[src/rtl/cp0_pkg.sv]
// cp0_pkg
//   Shared definitions for the coprocessor-0 interrupt controller.
//   - CP0 register numbers as seen in the rd field of mfc0/mtc0.
//   - SR/Cause bit-field positions.
//   - Interrupt handler vector, shared with the next-PC unit.
//   - Small helpers for word alignment and register-number decode.
package cp0_pkg;

  localparam logic [4:0] CP0_SR    = 5'd12;
  localparam logic [4:0] CP0_CAUSE = 5'd13;
  localparam logic [4:0] CP0_EPC   = 5'd14;
  localparam logic [4:0] CP0_PRID  = 5'd15;

  // SR fields
  localparam int IM_LO   = 10;
  localparam int IM_HI   = 15;
  localparam int EXL_BIT = 1;
  localparam int IE_BIT  = 0;

  // Cause fields (IP sits in the same bit positions as IM)
  localparam int IP_LO   = 10;
  localparam int IP_HI   = 15;
  localparam int EXC_LO  = 2;
  localparam int EXC_HI  = 6;

  // Widest interrupt field that fits between IM_LO and IM_HI
  localparam int MAX_INT_W = IM_HI - IM_LO + 1;

  localparam logic [31:0] INT_VEC = 32'h0000_4180;

  // PCs and EPC are always word aligned
  function automatic logic [31:0] word_align(input logic [31:0] a);
    return {a[31:2], 2'b00};
  endfunction

  // One-hot decode of the CP0 registers this controller implements
  typedef struct packed {
    logic sr;
    logic cause;
    logic epc;
    logic prid;
  } cp0_sel_t;

  function automatic cp0_sel_t cp0_decode(input logic [4:0] addr);
    cp0_sel_t s;
    s.sr    = (addr == CP0_SR);
    s.cause = (addr == CP0_CAUSE);
    s.epc   = (addr == CP0_EPC);
    s.prid  = (addr == CP0_PRID);
    return s;
  endfunction

endpackage

[src/rtl/cp0_sync.sv]
// cp0_sync
//   Parameterised-width two-flop synchroniser with synchronous active-low
//   reset. Each bit is synchronised independently; lines are level
//   signals, so no multi-bit coherency is needed.
// Ports
//   i_clk   core clock
//   i_rst   synchronous reset, active low, clears both stages
//   i_d     asynchronous input lines
//   o_q     synchronised lines (two clocks of latency)
module cp0_sync #(
  parameter int W = 6
) (
  input  logic         i_clk,
  input  logic         i_rst,
  input  logic [W-1:0] i_d,
  output logic [W-1:0] o_q
);

  logic [W-1:0] r_meta;
  logic [W-1:0] r_sync;

  always_ff @(posedge i_clk) begin
    if (!i_rst) begin
      r_meta <= '0;
      r_sync <= '0;
    end else begin
      r_meta <= i_d;
      r_sync <= r_meta;
    end
  end

  assign o_q = r_sync;

endmodule

[src/rtl/cp0_int_ctrl.sv]
// cp0_int_ctrl
//   Coprocessor-0 exception/interrupt controller for the single-cycle MIPS
//   core. Owns SR, Cause, EPC and PRId, synchronises the hardware interrupt
//   lines and raises a one-cycle interrupt request that the next-PC unit
//   turns into a jump to INT_VEC.
// Ports
//   i_clk       core clock, all state on rising edge
//   i_rst       synchronous reset, active low
//   i_hw_int    asynchronous level-sensitive interrupt lines
//   i_ret_pc    address execution would resume at this cycle
//   i_cp0_addr  mfc0/mtc0 register number
//   i_cp0_we    mtc0 write strobe
//   i_cp0_din   mtc0 write data
//   i_eret      ERET executing this cycle
//   o_cp0_dout  mfc0 read data, combinational on i_cp0_addr
//   o_epc_out   current EPC, ERET target for the next-PC unit
//   o_int_req   interrupt accepted this cycle
module cp0_int_ctrl
  import cp0_pkg::*;
#(
  parameter logic [31:0] PRID_VAL = 32'h4A55_0001,
  parameter int          HW_INT_W = 6
) (
  input  logic                i_clk,
  input  logic                i_rst,
  input  logic [HW_INT_W-1:0] i_hw_int,
  input  logic [31:0]         i_ret_pc,
  input  logic [4:0]          i_cp0_addr,
  input  logic                i_cp0_we,
  input  logic [31:0]         i_cp0_din,
  input  logic                i_eret,
  output logic [31:0]         o_cp0_dout,
  output logic [31:0]         o_epc_out,
  output logic                o_int_req
);

  // IM/IP occupy bits [IM_LO +: HW_INT_W]; HW_INT_W must not exceed MAX_INT_W.

  logic [HW_INT_W-1:0] w_ip;
  logic [HW_INT_W-1:0] r_im;
  logic                r_exl;
  logic                r_ie;
  logic [31:0]         r_epc;

  logic                w_pending;
  logic                w_int_req;
  cp0_sel_t            w_sel;
  logic                w_sr_wr;
  logic                w_epc_wr;
  logic [31:0]         w_din_aligned;
  logic [31:0]         w_ret_aligned;
  logic [31:0]         w_sr_word;
  logic [31:0]         w_cause_word;

  cp0_sync #(
    .W (HW_INT_W)
  ) u_sync (
    .i_clk (i_clk),
    .i_rst (i_rst),
    .i_d   (i_hw_int),
    .o_q   (w_ip)
  );

  // Request logic. Everything here comes from registered state apart from
  // i_eret, which only ever masks the request off.
  assign w_pending = |(w_ip & r_im);
  assign w_int_req = w_pending & r_ie & ~r_exl & ~i_eret;

  // An accepted interrupt owns the cycle: any mtc0 issued alongside it
  // belongs to an instruction that is being abandoned, so it is dropped.
  assign w_sel    = cp0_decode(i_cp0_addr);
  assign w_sr_wr  = i_cp0_we & ~w_int_req & w_sel.sr;
  assign w_epc_wr = i_cp0_we & ~w_int_req & w_sel.epc;

  assign w_din_aligned = word_align(i_cp0_din);
  assign w_ret_aligned = word_align(i_ret_pc);

  // SR: IM, EXL, IE. The eret clear is applied after the mtc0 so that an
  // ERET coinciding with an SR write always leaves EXL cleared.
  always_ff @(posedge i_clk) begin
    if (!i_rst) begin
      r_im  <= '0;
      r_exl <= 1'b0;
      r_ie  <= 1'b0;
    end else if (w_int_req) begin
      r_exl <= 1'b1;
    end else begin
      if (w_sr_wr) begin
        r_im  <= i_cp0_din[IM_LO +: HW_INT_W];
        r_exl <= i_cp0_din[EXL_BIT];
        r_ie  <= i_cp0_din[IE_BIT];
      end
      if (i_eret) begin
        r_exl <= 1'b0;
      end
    end
  end

  // EPC: captured on acceptance, otherwise software-writable. ERET leaves
  // it alone.
  always_ff @(posedge i_clk) begin
    if (!i_rst) begin
      r_epc <= '0;
    end else if (w_int_req) begin
      r_epc <= w_ret_aligned;
    end else if (w_epc_wr) begin
      r_epc <= w_din_aligned;
    end
  end

  // Architectural views of SR and Cause; undefined bits read as zero and
  // ExcCode is hard-wired to zero (interrupts are the only cause).
  always_comb begin
    w_sr_word                    = '0;
    w_sr_word[IM_LO +: HW_INT_W] = r_im;
    w_sr_word[EXL_BIT]           = r_exl;
    w_sr_word[IE_BIT]            = r_ie;
  end

  always_comb begin
    w_cause_word                    = '0;
    w_cause_word[IP_LO +: HW_INT_W] = w_ip;
    w_cause_word[EXC_HI:EXC_LO]     = 5'd0;
  end

  // Read mux: pre-edge values, so a same-cycle write is never visible.
  always_comb begin
    o_cp0_dout = '0;
    unique case (1'b1)
      w_sel.sr:    o_cp0_dout = w_sr_word;
      w_sel.cause: o_cp0_dout = w_cause_word;
      w_sel.epc:   o_cp0_dout = r_epc;
      w_sel.prid:  o_cp0_dout = PRID_VAL;
      default:     o_cp0_dout = '0;
    endcase
  end

  assign o_epc_out = r_epc;
  assign o_int_req = w_int_req;

endmodule

[config.mk]
export PLATFORM = sky130hd
export DESIGN_NAME = cp0_int_ctrl
export DESIGN_NICKNAME = d
export VERILOG_FILES = /design/src/rtl/cp0_pkg.sv /design/src/rtl/cp0_sync.sv /design/src/rtl/cp0_int_ctrl.sv
export SDC_FILE = /design/constraint.sdc
export NUM_CORES = 1
export LEC_CHECK = 0
export CORE_MARGIN = 2
export CORE_UTILIZATION = 38
export DETAILED_ROUTE_END_ITERATION = 8
export PLACE_DENSITY = 0.91
export SETUP_SLACK_MARGIN = 0.02
export SYNTH_ARGS = -nofsm -noshare
export SYNTH_HDL_FRONTEND = slang
export SYNTH_HIERARCHICAL = 1
export SYNTH_SLANG_ARGS = --single-unit
export TNS_END_PERCENT = 10
[constraint.sdc]
create_clock -name i_clk -period 3.64 [get_ports i_clk]
set_input_delay 0.91 -clock i_clk [delete_from_list [all_inputs] [get_ports i_clk]]
set_output_delay 0.91 -clock i_clk [all_outputs]
set_load 0.02 [all_outputs]
==> results of run 1 <==
critical path: cells and delay by family:
family	cells	cell delay, ns
buf+inv	4	1.42
compound gates	1	0.07
simple gates	2	0.20
area by class of cell:
| cell class | count | area, sq um |
|---|---|---|
| Inverter | 3 | 11.26 |
| Timing Repair Buffer | 155 | 1605 |
| Tap cell | 77 | 96.34 |
| Clock buffer | 5 | 68.82 |
| Fill cell | 535 | 2220 |
| Sequential cell | 50 | 1001 |
| Clock inverter | 3 | 45.04 |
| Multi-Input combinational cell | 234 | 1303 |
sequential cells by signal, indices dropped and copies added (netlist names):
register / cells
r_im: 6
u_sync/r_meta: 6
r_ie: 1
r_exl: 1
u_sync/o_q: 6
o_epc_out: 30
power breakdown:
group / internal, mW / total, mW / switching, mW
Combinational: 0.104 / 0.174 / 0.0697
Clock: 0.205 / 0.395 / 0.190
Sequential: 0.556 / 0.560 / 0.00463
Total: 0.864 / 1.13 / 0.265
worst max path at each step:
stage,endpoint,slack (ns),cells past startpoint
global placement,o_cp0_dout[29],-0.01,6
global route,o_cp0_dout[11],0.04,7
floorplan,o_cp0_dout[17],0.76,6
CTS,o_cp0_dout[5],0.01,7
detailed placement,o_cp0_dout[28],-0.07,6
finish,o_cp0_dout[11],0.13,7
per-layer routing:
| layer | GRT usage (%) | vias to the layer above | wire [microns] |
|---|---|---|---|
| met5 | 0 | - | 0 |
| met4 | 5.916 | 0 | 89 |
| met3 | 4.669 | 10 | 607 |
| met2 | 42.33 | 143 | 4530 |
| met1 | 28.99 | 1365 | 3563 |
| li1 | - | 1388 | - |
repair_timing:
item,CTS,global route
hold buffers,0,0
hold endpoints to repair,0,0
resized for setup,1,28
setup buffers,1,0
pin swaps,1,0
setup endpoints to repair,17,28
layout by cell type (no fill, tap or decap):
cell,netlist,layout
nor2_4,1,1
dfxtp_1,50,50
nor3b_1,1,1
bufinv_16,0,1
and3b_1,1,1
inv_2,1,1
nor2b_2,0,1
o21ai_1,11,11
nand2b_1,1,1
nor2_1,27,27
nor2b_1,2,1
inv_1,2,2
dlymetal6s2s_1,0,28
buf_12,0,2
a21oi_1,14,14
nand3b_1,1,1
clkbuf_8,0,5
and2_1,21,21
clkdlybuf4s50_1,0,110
dlygate4sd2_1,0,1
conb_1,1,2
o21ai_0,56,56
buf_4,4,14
nand2_1,5,5
clkinvlp_4,0,2
a22o_1,3,3
a311oi_1,1,1
o311ai_0,1,1
and2_2,8,8
and3_1,3,3
o31ai_4,1,1
mux2i_1,6,6
nand3_1,38,38
a31oi_1,30,30
through the flow:
step / hold WS (ns) / std cells / setup WS (ns)
global placement: 0.4249 / 518 / -0.01080
detailed placement: 0.4287 / 518 / -0.07050
finish: 0.4520 / 527 / 0.1281
CTS: 0.4528 / 527 / 0.009692
global route: 0.4761 / 527 / 0.03962
floorplan: 0.4119 / 318 / 0.7567
kinds of logic after synthesis:
kind of cell	Yosys count
simple gates	109
flops	50
compound gates	117
other cells	1
buf+inv	34
mux	6
==> results.py, run 1 <==
metrics = {
    "routing": {
        "drc": 0,
        "drt-total-wl_mm": 8.791,
        "ant_nets": 0,
        "via_per_inst": 5.514,
        "via_count": 2906,
        "routedWlPerCell_microns": 16.68,
        "dr.pass1.iters": 5,
        "drt_iter0_drc": 202,
    },
    "floorplanning": {
        "ioPinCount": 144,
        "die_x_microns": 84.97,
        "die-area_sq_um": 7219,
        "rows": 29,
        "die_y_microns": 84.97,
        "initial_utilization_pct": 39.23,
        "core_area_sq_um": 6350,
    },
    "placed_design": {
        "place_congestion": 0.8798,
        "port_buffers": 139,
        "hpwl_mm": 6.330,
        "dpl_cell_area_sq_um": 3928,
    },
    "timing": {
        "max_freq_ghz": 0.2847,
        "fin_crit_sh_pct": 96.48,
        "finalSetupViolations": 0,
        "rsz0062_at_grt": "false",
        "finalHoldViolations": 0,
        "drv_slew": 0,
        "skew_ns": 0.008604,
        "worst_pin_slew_ns": 1.038,
        "timing.slew.headroom_pct": 30.77,
        "setup_tns_ns": 0,
        "fin_crit_ns": 3.512,
    },
    "synthesis": {
        "synth_area_leader_cell": "dfxtp_1",
        "yosys_warnings": 6,
        "synth_edf_count": 0,
        "synth_top_family_by_area": "compound AO/OA/AOI/OAI gates",
        "yosys-top-cells-count": "o21ai_0, dfxtp_1, nand3_1",
        "yosys.cell_count.top_type": "o21ai_0",
        "synth-seq-area-share_pct": 40.18,
        "async_flop_share_pct": 0,
        "synth-compound-area-share_pct": 26.42,
        "ys_ff_latch": 50,
        "yosys-mux-area-fraction_pct": 2.411,
        "synth.area.top_cells": "dfxtp_1, o21ai_0, nand3_1",
        "synth_xor_area_share_pct": 0,
        "synth-simple-area-share_pct": 23.05,
        "avgSynthCellArea_sq_um": 7.858,
        "synth_adder_area_share_pct": 0,
        "synth_cells": 317,
        "yosys.area.top_type_share_pct": 40.18,
        "syn-cell-area_sq_um": 2491,
        "ys.flop_type": "dfxtp_1",
        "ys_types": 30,
    },
    "worst_setup_path": {
        "path_class": "in -> out",
        "crit_chain": "clkdlybuf4s50_1, buf_12, nor2b_1, buf_4, a21oi_1, nor2_1, clkdlybuf4s50_1",
        "r2r_cells": 5,
        "cp-start-kind": "input pin",
        "crit-reg2reg-capture": "o_epc_out[16]",
        "cpMostUsedCell": "clkdlybuf4s50_1",
        "crit_fanout": 10,
        "r2r_start": "u_sync/o_q[5]",
        "crit_arrival_ns": 2.60,
        "r2r_slack_ns": 1.77,
        "critPathMaxStageDelay_ns": 0.61,
        "cp_data_required_time_ns": 2.73,
        "cp_slowest_cell": "clkdlybuf4s50_1",
        "endpoint_kind": "primary output",
        "worstSetupStartpoint": "i_cp0_addr[1]",
    },
    "outcome": {
        "status": "finished, final reports clean",
    },
    "clock_tree": {
        "clkTransAtPathRegs_ns": 0.10,
        "cts_tree": "done",
        "root_buffer": "clkbuf_8",
        "cts_made_buffers": 5,
        "clock-sinks": 50,
        "clk_latency_ns": 0.30,
        "clock_path_buffers": 2,
        "htreeDepth": 2,
    },
    "finish": {
        "antenna_cells": 0,
        "final_design_area_no_fill_sq_um": 4130,
        "final_util_pct": 65.04,
        "area_delta_synth_final_pct": 65.80,
        "drive_above_1_share_pct": 8.000,
        "nNetsFinal": 528,
    },
    "global_routing": {
        "grt_max_degree": 68,
        "overflow": 0,
        "gr-usage-all-layers_pct": 23.64,
        "grt_pass1_wl_mm": 13.90,
        "grt_pass1_vias": 2811,
        "antenna_found_initial": 0,
    },
    "pwr": {
        "power_leakage_nw": 1.931,
        "ir_worst_vdd_v": 0.0002105,
        "power_mw": 1.129,
        "powerDensity_nw_per_um2": 273.4,
    },
    "flow_run": {
        "drv_cap": 0,
    },
    "hold_path": {
        "holdPathEnd": "u_sync/o_q[4]",
        "hold_path.class": "reg -> reg",
        "whs_path_depth": 1,
        "min_from": "u_sync/r_meta[4]",
    },
}
No activity file was read; power rests on OpenSTA's default activity.
==> inputs of run 2 (changes only) <==
Settings changed: PLACE_DENSITY 0.91 to 0.81.
==> run 2 against run 1 <==
Wire length decreased by 5.5%; first-iteration DRC count increased by 0.99%; die area unchanged; via count decreased by 1.9%; worst setup slack improved by 0.00055 ns; utilization decreased by 0.97 points; global-route usage decreased by 1.1 points; clock-buffer cell count unchanged; hold slack got worse by 0.0066 ns; flip-flop and latch count unchanged; power decreased by 5.5%.
==> results.py, run 2 (synthesis results as in run 1) <==
metrics = {
    "global_routing": {
        "grt_max_degree": 68,
        "antenna_found_initial": 0,
        "gr-usage-all-layers_pct": 22.56,
        "grt_pass1_vias": 2709,
        "overflow": 0,
        "grt_pass1_wl_mm": 13.31,
    },
    "finish": {
        "antenna_cells": 0,
        "regArea_sq_um": 1001,
        "final_util_pct": 64.08,
        "drive_above_1_share_pct": 8.204,
        "final_common_cell": "clkdlybuf4s50_1",
        "multi_input_area_sq_um": 1303,
        "final_design_area_no_fill_sq_um": 4069,
        "fill_cells": 571,
        "final_cell_mix": "clkdlybuf4s50_1, o21ai_0, dfxtp_1, nand3_1, a31oi_1",
        "largest_reg_flops": 30,
        "nNetsFinal": 529,
        "area_delta_synth_final_pct": 63.33,
    },
    "timing": {
        "max_freq_ghz": 0.2848,
        "worst_pin_slew_ns": 1.006,
        "skew_ns": 0.008227,
        "fin_crit_ns": 3.511,
        "fin_crit_sh_pct": 96.47,
        "drv_slew": 0,
        "finalSetupViolations": 0,
        "finalHoldViolations": 0,
        "timing.slew.headroom_pct": 32.96,
        "rsz0062_at_grt": "false",
    },
    "outcome": {
        "status": "finished, final reports clean",
    },
    "routing": {
        "drc": 0,
        "routedWlPerCell_microns": 15.73,
        "dr.pass1.iters": 4,
        "via_count": 2850,
        "drt_iter0_drc": 204,
        "drt-total-wl_mm": 8.307,
        "via_per_inst": 5.398,
        "ant_nets": 0,
    },
    "clock_tree": {
        "cts_tree": "done",
        "clk_latency_ns": 0.31,
        "root_buffer": "clkbuf_8",
        "cts_made_buffers": 5,
        "htreeDepth": 2,
        "cts.repair.resized": 12,
        "clock_path_buffers": 2,
        "clkTransAtPathRegs_ns": 0.10,
        "clock-sinks": 50,
        "cts_post_setup_buffers_inserted": 0,
        "holdBufCountCts": 0,
    },
    "floorplanning": {
        "die_y_microns": 84.97,
        "initial_utilization_pct": 39.23,
        "die-area_sq_um": 7219,
        "rows": 29,
        "core_area_sq_um": 6350,
        "die_x_microns": 84.97,
        "ioPinCount": 144,
    },
    "pwr": {
        "powerDensity_nw_per_um2": 262.4,
        "ir_worst_vdd_v": 0.0001702,
        "power_leakage_nw": 1.810,
    },
    "worst_setup_path": {
        "crit_arrival_ns": 2.60,
        "endpoint_kind": "primary output",
        "path_class": "in -> out",
        "crit_fanout": 8,
        "r2r_cells": 5,
        "cp-start-kind": "input pin",
        "cp_data_required_time_ns": 2.73,
    },
    "placed_design": {
        "port_buffers": 139,
        "dpl_cell_area_sq_um": 3943,
        "hpwl_mm": 6.064,
        "place_congestion": 0.8679,
    },
    "flow_run": {
        "drv_cap": 0,
    },
    "hold_path": {
        "hold_path.class": "reg -> reg",
        "whs_path_depth": 1,
    },
}
run 2: cell types whose count changed in the layout (fill, tap and decap cells not counted):
cell,previous run,this run
dlygate4sd2_1,1,12
dlymetal6s2s_1,28,19
buf_4,14,16
clkdlybuf4s50_1,110,108
buf_12,2,1
bufinv_16,1,0
clkinv_4,0,1
clkinvlp_4,2,1
inv_6,0,1
run 2: per-stage QoR:
stage	std cells	hold WS, ns	worst slack, ns	total power, mW	TNS [ns]
after detailed placement	520	0.4215	-0.005717	0.7422	-0.008688
final	528	0.4454	0.1287	1.068	0
after global routing	528	0.4707	0.05301	1.118	0
after global placement	520	0.4225	-0.0006049	0.7401	-0.0006049
after CTS	528	0.4457	0.02656	1.076	0
after floorplan	318	0.4119	0.7567	0.6302	0
run 2: area by class of cell:
class,count,area share [%]
Clock buffer,5,1.691
Timing Repair Buffer,156,38.44
Sequential cell,50,24.60
Clock inverter,3,0.6150
Multi-Input combinational cell,234,32.01
Inverter,3,0.2768
Tap cell,77,2.368
run 2: path summary, 6_finish.rpt:
check                    from            end  slack (ns)
min reg2reg  u_sync/r_meta[4]  u_sync/o_q[4]        0.45
max reg2reg           r_im[5]  o_epc_out[11]        1.72
max                    i_eret      o_int_req        0.13
min          u_sync/r_meta[4]  u_sync/o_q[4]        0.45
run 2: power breakdown:
group / leakage (nW) / switching, mW / internal (mW)
sequential: 0.406 / 0.00435 / 0.556
combinational: 1.36 / 0.0674 / 0.102
clock: 0.0447 / 0.198 / 0.139
run 2: routing by layer:
layer	global-route usage [%]	routed length (microns)	vias up
li1	-	-	1393
met1	29.62	3510	1331
met2	38.78	4145	122
met3	4.377	609	4
met4	4.329	42	0
met5	0	0	-
run 2: critical path: stages:
cell and delay, ns:
clkdlybuf4s50_1 0.44, nor3b_1 0.33, o31ai_4 0.14, inv_2 0.15, clkdlybuf4s50_1 0.63
